==> config.mk <==
export PLATFORM = sky130hd
export DESIGN_NAME = ssp_tx_ctrl
export DESIGN_NICKNAME = d
export VERILOG_FILES = /design/src/rtl/ssp_pkg.sv /design/src/rtl/ssp_tx_shreg.sv /design/src/rtl/ssp_tx_ctrl.sv
export SDC_FILE = /design/constraint.sdc
export NUM_CORES = 1
export LEC_CHECK = 0
export CAP_MARGIN = 20
export CORE_ASPECT_RATIO = 1.25
export CORE_MARGIN = 5
export CORE_UTILIZATION = 30
export DETAILED_ROUTE_END_ITERATION = 8
export PLACE_DENSITY = 0.49
export SETUP_SLACK_MARGIN = 0.02
export SLEW_MARGIN = 10
export SYNTH_ARGS = -nofsm -noshare
export SYNTH_HDL_FRONTEND = slang
export SYNTH_SLANG_ARGS = --single-unit
==> constraint.sdc <==
create_clock -name PCLK -period 2.35 [get_ports PCLK]
set_input_delay 0.705 -clock PCLK [delete_from_list [all_inputs] [get_ports PCLK]]
set_output_delay 0.705 -clock PCLK [all_outputs]
set_load 0.02 [all_outputs]
==> src/rtl/ssp_pkg.sv <==
// Shared types and constants for the SSP transmit path.
package ssp_pkg;

  typedef enum logic [1:0] {
    IDLE  = 2'd0,
    SYNC  = 2'd1,
    SHIFT = 2'd2
  } ssp_tx_state_t;

  localparam int SSP_DATA_WIDTH = 8;
  localparam int SSP_CNT_WIDTH  = $clog2(SSP_DATA_WIDTH);

endpackage

==> src/rtl/ssp_tx_shreg.sv <==
// Transmit shift register with a one-word holding register for back-to-back frames.
module ssp_tx_shreg
  import ssp_pkg::*;
#(
  parameter int DATA_WIDTH = SSP_DATA_WIDTH
) (
  input  logic                  PCLK,
  input  logic                  CLEAR_B,
  input  logic                  load,
  input  logic                  shift,
  input  logic                  capture,
  input  logic                  promote,
  input  logic [DATA_WIDTH-1:0] din,
  output logic                  msb,
  output logic                  next_msb,
  output logic                  pending
);

  logic [DATA_WIDTH-1:0] sh;
  logic [DATA_WIDTH-1:0] nxt;

  // Promote moves the held word in already shifted once, since its MSB goes straight to the pin.
  always_ff @(posedge PCLK or negedge CLEAR_B) begin
    if (!CLEAR_B) begin
      sh      <= '0;
      nxt     <= '0;
      pending <= 1'b0;
    end else begin
      if (load)
        sh <= din;
      else if (promote)
        sh <= {nxt[DATA_WIDTH-2:0], 1'b0};
      else if (shift)
        sh <= {sh[DATA_WIDTH-2:0], 1'b0};

      if (capture) begin
        nxt     <= din;
        pending <= 1'b1;
      end else if (promote) begin
        pending <= 1'b0;
      end
    end
  end

  assign msb      = sh[DATA_WIDTH-1];
  assign next_msb = nxt[DATA_WIDTH-1];

endmodule

==> src/rtl/ssp_tx_ctrl.sv <==
// SSP transmit sequencer: pops the TX FIFO and drives frame sync, data and output enable on serial ticks.
module ssp_tx_ctrl
  import ssp_pkg::*;
#(
  parameter int DATA_WIDTH = SSP_DATA_WIDTH
) (
  input  logic                  PCLK,
  input  logic                  CLEAR_B,
  input  logic                  SSPCLKOUT,
  input  logic                  tx_empty,
  input  logic [DATA_WIDTH-1:0] tx_data,
  output logic                  tx_pop,
  output logic                  SSPFSSOUT,
  output logic                  SSPTXD,
  output logic                  SSPOE_B,
  output logic                  busy
);

  localparam int CNT_W = $clog2(DATA_WIDTH);
  localparam logic [CNT_W-1:0] CNT_LAST = CNT_W'(DATA_WIDTH - 1);
  localparam logic [CNT_W-1:0] CNT_ONE  = CNT_W'(1);

  ssp_tx_state_t    state, state_d;
  logic [CNT_W-1:0] cnt, cnt_d;
  logic             fss, fss_d, txd, txd_d, oe_b, oe_b_d;
  logic             tick;
  logic             load, shift, capture, promote;
  logic             msb, next_msb, pending;

  // Reset gating keeps tx_pop quiet while SSPCLKOUT is parked low in reset.
  assign tick = CLEAR_B & ~SSPCLKOUT;

  ssp_tx_shreg #(.DATA_WIDTH(DATA_WIDTH)) u_shreg (
    .PCLK     (PCLK),
    .CLEAR_B  (CLEAR_B),
    .load     (load),
    .shift    (shift),
    .capture  (capture),
    .promote  (promote),
    .din      (tx_data),
    .msb      (msb),
    .next_msb (next_msb),
    .pending  (pending)
  );

  always_ff @(posedge PCLK or negedge CLEAR_B) begin
    if (!CLEAR_B) begin
      state <= IDLE;
      cnt   <= '0;
      fss   <= 1'b0;
      txd   <= 1'b0;
      oe_b  <= 1'b1;
    end else begin
      state <= state_d;
      cnt   <= cnt_d;
      fss   <= fss_d;
      txd   <= txd_d;
      oe_b  <= oe_b_d;
    end
  end

  always_comb begin
    state_d = state;
    cnt_d   = cnt;
    fss_d   = fss;
    txd_d   = txd;
    oe_b_d  = oe_b;
    tx_pop  = 1'b0;
    load    = 1'b0;
    shift   = 1'b0;
    capture = 1'b0;
    promote = 1'b0;
    if (tick) begin
      case (state)
        IDLE: begin
          if (!tx_empty) begin
            tx_pop  = 1'b1;
            load    = 1'b1;
            fss_d   = 1'b1;
            state_d = SYNC;
          end
        end
        SYNC: begin
          fss_d   = 1'b0;
          oe_b_d  = 1'b0;
          txd_d   = msb;
          shift   = 1'b1;
          cnt_d   = CNT_LAST;
          state_d = SHIFT;
        end
        SHIFT: begin
          if (cnt != '0) begin
            txd_d = msb;
            shift = 1'b1;
            cnt_d = cnt - CNT_ONE;
            // Fetching the next word while bit 0 goes out lets its sync overlap the LSB.
            if (cnt == CNT_ONE && !tx_empty) begin
              tx_pop  = 1'b1;
              capture = 1'b1;
              fss_d   = 1'b1;
            end
          end else if (pending) begin
            fss_d   = 1'b0;
            promote = 1'b1;
            txd_d   = next_msb;
            cnt_d   = CNT_LAST;
          end else begin
            txd_d   = 1'b0;
            oe_b_d  = 1'b1;
            state_d = IDLE;
          end
        end
        default: state_d = IDLE;
      endcase
    end
  end

  assign SSPFSSOUT = fss;
  assign SSPTXD    = txd;
  assign SSPOE_B   = oe_b;
  assign busy      = (state != IDLE);

endmodule

==> flow_summary.toml <==
[outcome]
status = "completed"

[sta]
finalMaxSlewViolations = 0
relSlewSlack = 0.7652
grt_setup_unrepaired = "false"
fin_skew_ns = 0.004994
fin_tns_setup_ns = 0
setup_viol = 0
post-route-min-period_ns = 2.257
worst_slew_pin_slew_ns = 0.3522
post-route-period-util = 0.9606
finalHoldViolations = 0
fmax_ghz = 0.4430

[logic_synthesis]
synth-seq-cells = 25
synth_flop_cell = "dfrtp_1"
yosysMostFrequentCell = "dfrtp_1"
post-synth-top-area-fraction = 0.4211
syn_inst = 139
ys_seq_area_frac = 0.4395
yosysWarnings = 0
synthesis.area_um2 = 1426
yosys-top-cells-area = "dfrtp_1 42%, ha_1 7.9%, mux2_2 7.9%"
synthTopCellsByCount = "24 x dfrtp_1, 12 x nor2_1, 10 x mux2_2"
postSynth.asyncResetShare = 1.000
syn_area_per_cell_um2 = 10.26
synth-edff-count = 0
synth_nets = 160
yosysUniqueCellTypes = 38
yosys.area.top_type = "dfrtp_1"

[detailed_routing]
viasPerCell = 5.184
antenna_left = 0
vias = 1213
wire_per_inst_um = 14.99
drtIter0Drc = 54
drtPass1Iterations = 4
drcViolationCount = 0
drt-total-wl_mm = 3.507

[setup_path]
worst_setup_path_end_kind = "output pin"
reg2reg_to = "u_shreg.sh[3]"
ff2ff_path_depth = 8
r2r-start = "state[0]"
rrSetupSlack_ns = 0.51
cp_common_cell = "buf_4"
required_ns = 1.64
critPathKind = "in2out"
crit_slowest_cell = "dlygate4sd2_1"
worstPathArrival_ns = 1.55
crit_fanout = 4
max_stage_delay_ns = 0.28
cp-start-kind = "input port"
crit_chain = "dlygate4sd2_1 -> nor2b_4 -> buf_4 -> nand4_4 -> nand2_2 -> buf_4"

[die]
die_h_um = 87.09
start_util = 0.3061
core_um2 = 4659
die_area_um2 = 6242
die_w_um = 71.68
io_pins = 17
fp-row-count = 28

[pwr]
power.total_uw = 1690
vdd_drop_max_mv = 0.3392
p_per_area_nw_per_um2 = 914.1
leakagePower_uw = 0.0008583

[placed_design]
port-buffer-count = 16
gp_congestion = 0.7483
dp_hpwl_mm = 2.578
placed_area_um2 = 1787

[global_routing]
antenna_found_initial = 0
grt_max_degree = 29
grt_pass1_vias = 1211
grt-ovfl-total = 0
grt_pass1_wl_mm = 5.954
track_usage = 0.1203

[cts]
clock_latency_ns = 0.28
cts.reportedPaths.clkPinSlew_ns = 0.10
clock-sinks = 25
cts-root-buf = "clkbuf_8"
clockBufferDepth = 2
cts_tree = "done"
htree_levels = 1
numCtsBuffers = 3
cts_setup_buffers = 0

[finish]
syn2layout_area_growth_pct = 29.65
design_area_um2 = 1849
nets = 196
antenna_cells = 0
n_fill_cell = 484
final_layout_size_suffix_gt1_frac = 0.2701

[worst_hold_path]
hold_depth = 1
hp-class = "reg2reg"
holdPathEnd = "u_shreg.nxt[1]"
hp-start = "u_shreg.nxt[1]"

[flow_run]
max_cap_violations = 0
[where the power goes]
part | internal [uW] | switching (uW)
clock network | 121 | 156
registers | 551 | 64.5
logic | 375 | 424
[area by class of cell]
| cell class | instances | area, um^2 | share of cell area |
|---|---|---|---|
| inverters | 6 | 22.52 | 0.01218 |
| clock buffers | 3 | 41.29 | 0.02233 |
| repair buffers | 37 | 314.1 | 0.1698 |
| well taps | 60 | 75.07 | 0.04060 |
| clock inverters | 1 | 7.507 | 0.004060 |
| multi-input cells | 102 | 762.0 | 0.4120 |
| flip-flops and latches | 25 | 626.9 | 0.3390 |
[metal layers]
layer | part of all wire | track usage | up-vias
met5 | 0 | 0 | -
met4 | 0.012 | 0.04444 | 0
met3 | 0.019 | 0.01501 | 4
met2 | 0.51 | 0.2032 | 13
met1 | 0.46 | 0.1564 | 615
li1 | - | - | 581
[worst max-delay path: cells and delay by family]
family | cells | cell delay [ns]
and+or+nand+nor | 3 | 0.30
buffers and inverters | 3 | 0.54
[cells by family (layout without fill, tap and decap cells)]
logic type / after synthesis / count (layout) / synth area share
AND/OR/NAND/NOR: 41 / 41 / 0.1649
AO/OA/AOI/OAI: 41 / 41 / 0.1921
multiplexers: 11 / 11 / 0.08597
buffers and inverters: 12 / 47 / 0.03859
flip-flops: 25 / 25 / 0.4395
adder cells (fa/ha/maj): 9 / 9 / 0.07895
[metrics by stage]
step	instances	hold slack [ns]	worst slack, ns	utilization
after floorplan	139	0.4094	0.2625	-
after global placement	230	0.4941	-0.7083	0.3835
after detailed placement	230	0.4951	-0.7024	0.3835
after CTS	234	0.5208	-0.05582	0.3947
after global routing	234	0.5476	0.02664	0.3969
final	234	0.5189	0.09261	0.3969
[repair_timing]
item                       CTS  global route
resized for setup           11             3
hold buffers                 0             0
setup endpoints to repair    2             1
[sequential cells by signal, summed over array words and instances (netlist names)]
register,count
u_shreg.pending,1
SSPOE_B,1
state,2
SSPFSSOUT,1
cnt,3
u_shreg.nxt,8
SSPTXD,1
u_shreg.sh,8
[worst max-delay path by stage]
stage / start / endpoint / slack [ns]
6_report: SSPCLKOUT / tx_pop / 0.09
5_1_grt: cnt[0] / tx_pop / 0.03
4_1_cts: tx_empty / tx_pop / -0.06
3_5_place_dp: CLEAR_B / tx_pop / -0.70
3_3_place_gp: CLEAR_B / tx_pop / -0.71
2_1_floorplan: CLEAR_B / tx_pop / 0.26
[cells in the final DEF, fill, tap and decap left out, drive strengths merged]
| master | netlist | layout |
|---|---|---|
| a2111o | 1 | 1 |
| a211oi | 8 | 8 |
| o2111ai | 1 | 1 |
| a41oi | 1 | 1 |
| mux2 | 10 | 10 |
| nor2 | 14 | 14 |
| nor2b | 3 | 3 |
| a22o | 1 | 1 |
| a22oi | 1 | 1 |
| and4bb | 1 | 1 |
| o21ai | 9 | 9 |
| dfstp | 1 | 1 |
| a41o | 1 | 1 |
| nand2b | 1 | 1 |
| dlygate4sd2 | 0 | 3 |
| ha | 9 | 9 |
| inv | 6 | 6 |
| mux2i | 1 | 1 |
| clkdlybuf4s50 | 0 | 11 |
| a31oi | 8 | 8 |
| nand3b | 2 | 2 |
| nand4 | 3 | 3 |
| dfrtp | 24 | 24 |
| and3b | 1 | 1 |
| o211ai | 1 | 1 |
| clkbuf | 2 | 3 |
| dlymetal6s2s | 0 | 1 |
| nor3 | 7 | 7 |
| clkinvlp | 0 | 1 |
| a21o | 2 | 2 |
| nand2 | 8 | 8 |
| or2b | 1 | 1 |
| a21oi | 6 | 6 |
| buf | 4 | 22 |
| o21bai | 1 | 1 |
Power figures use the tool's default switching activity.
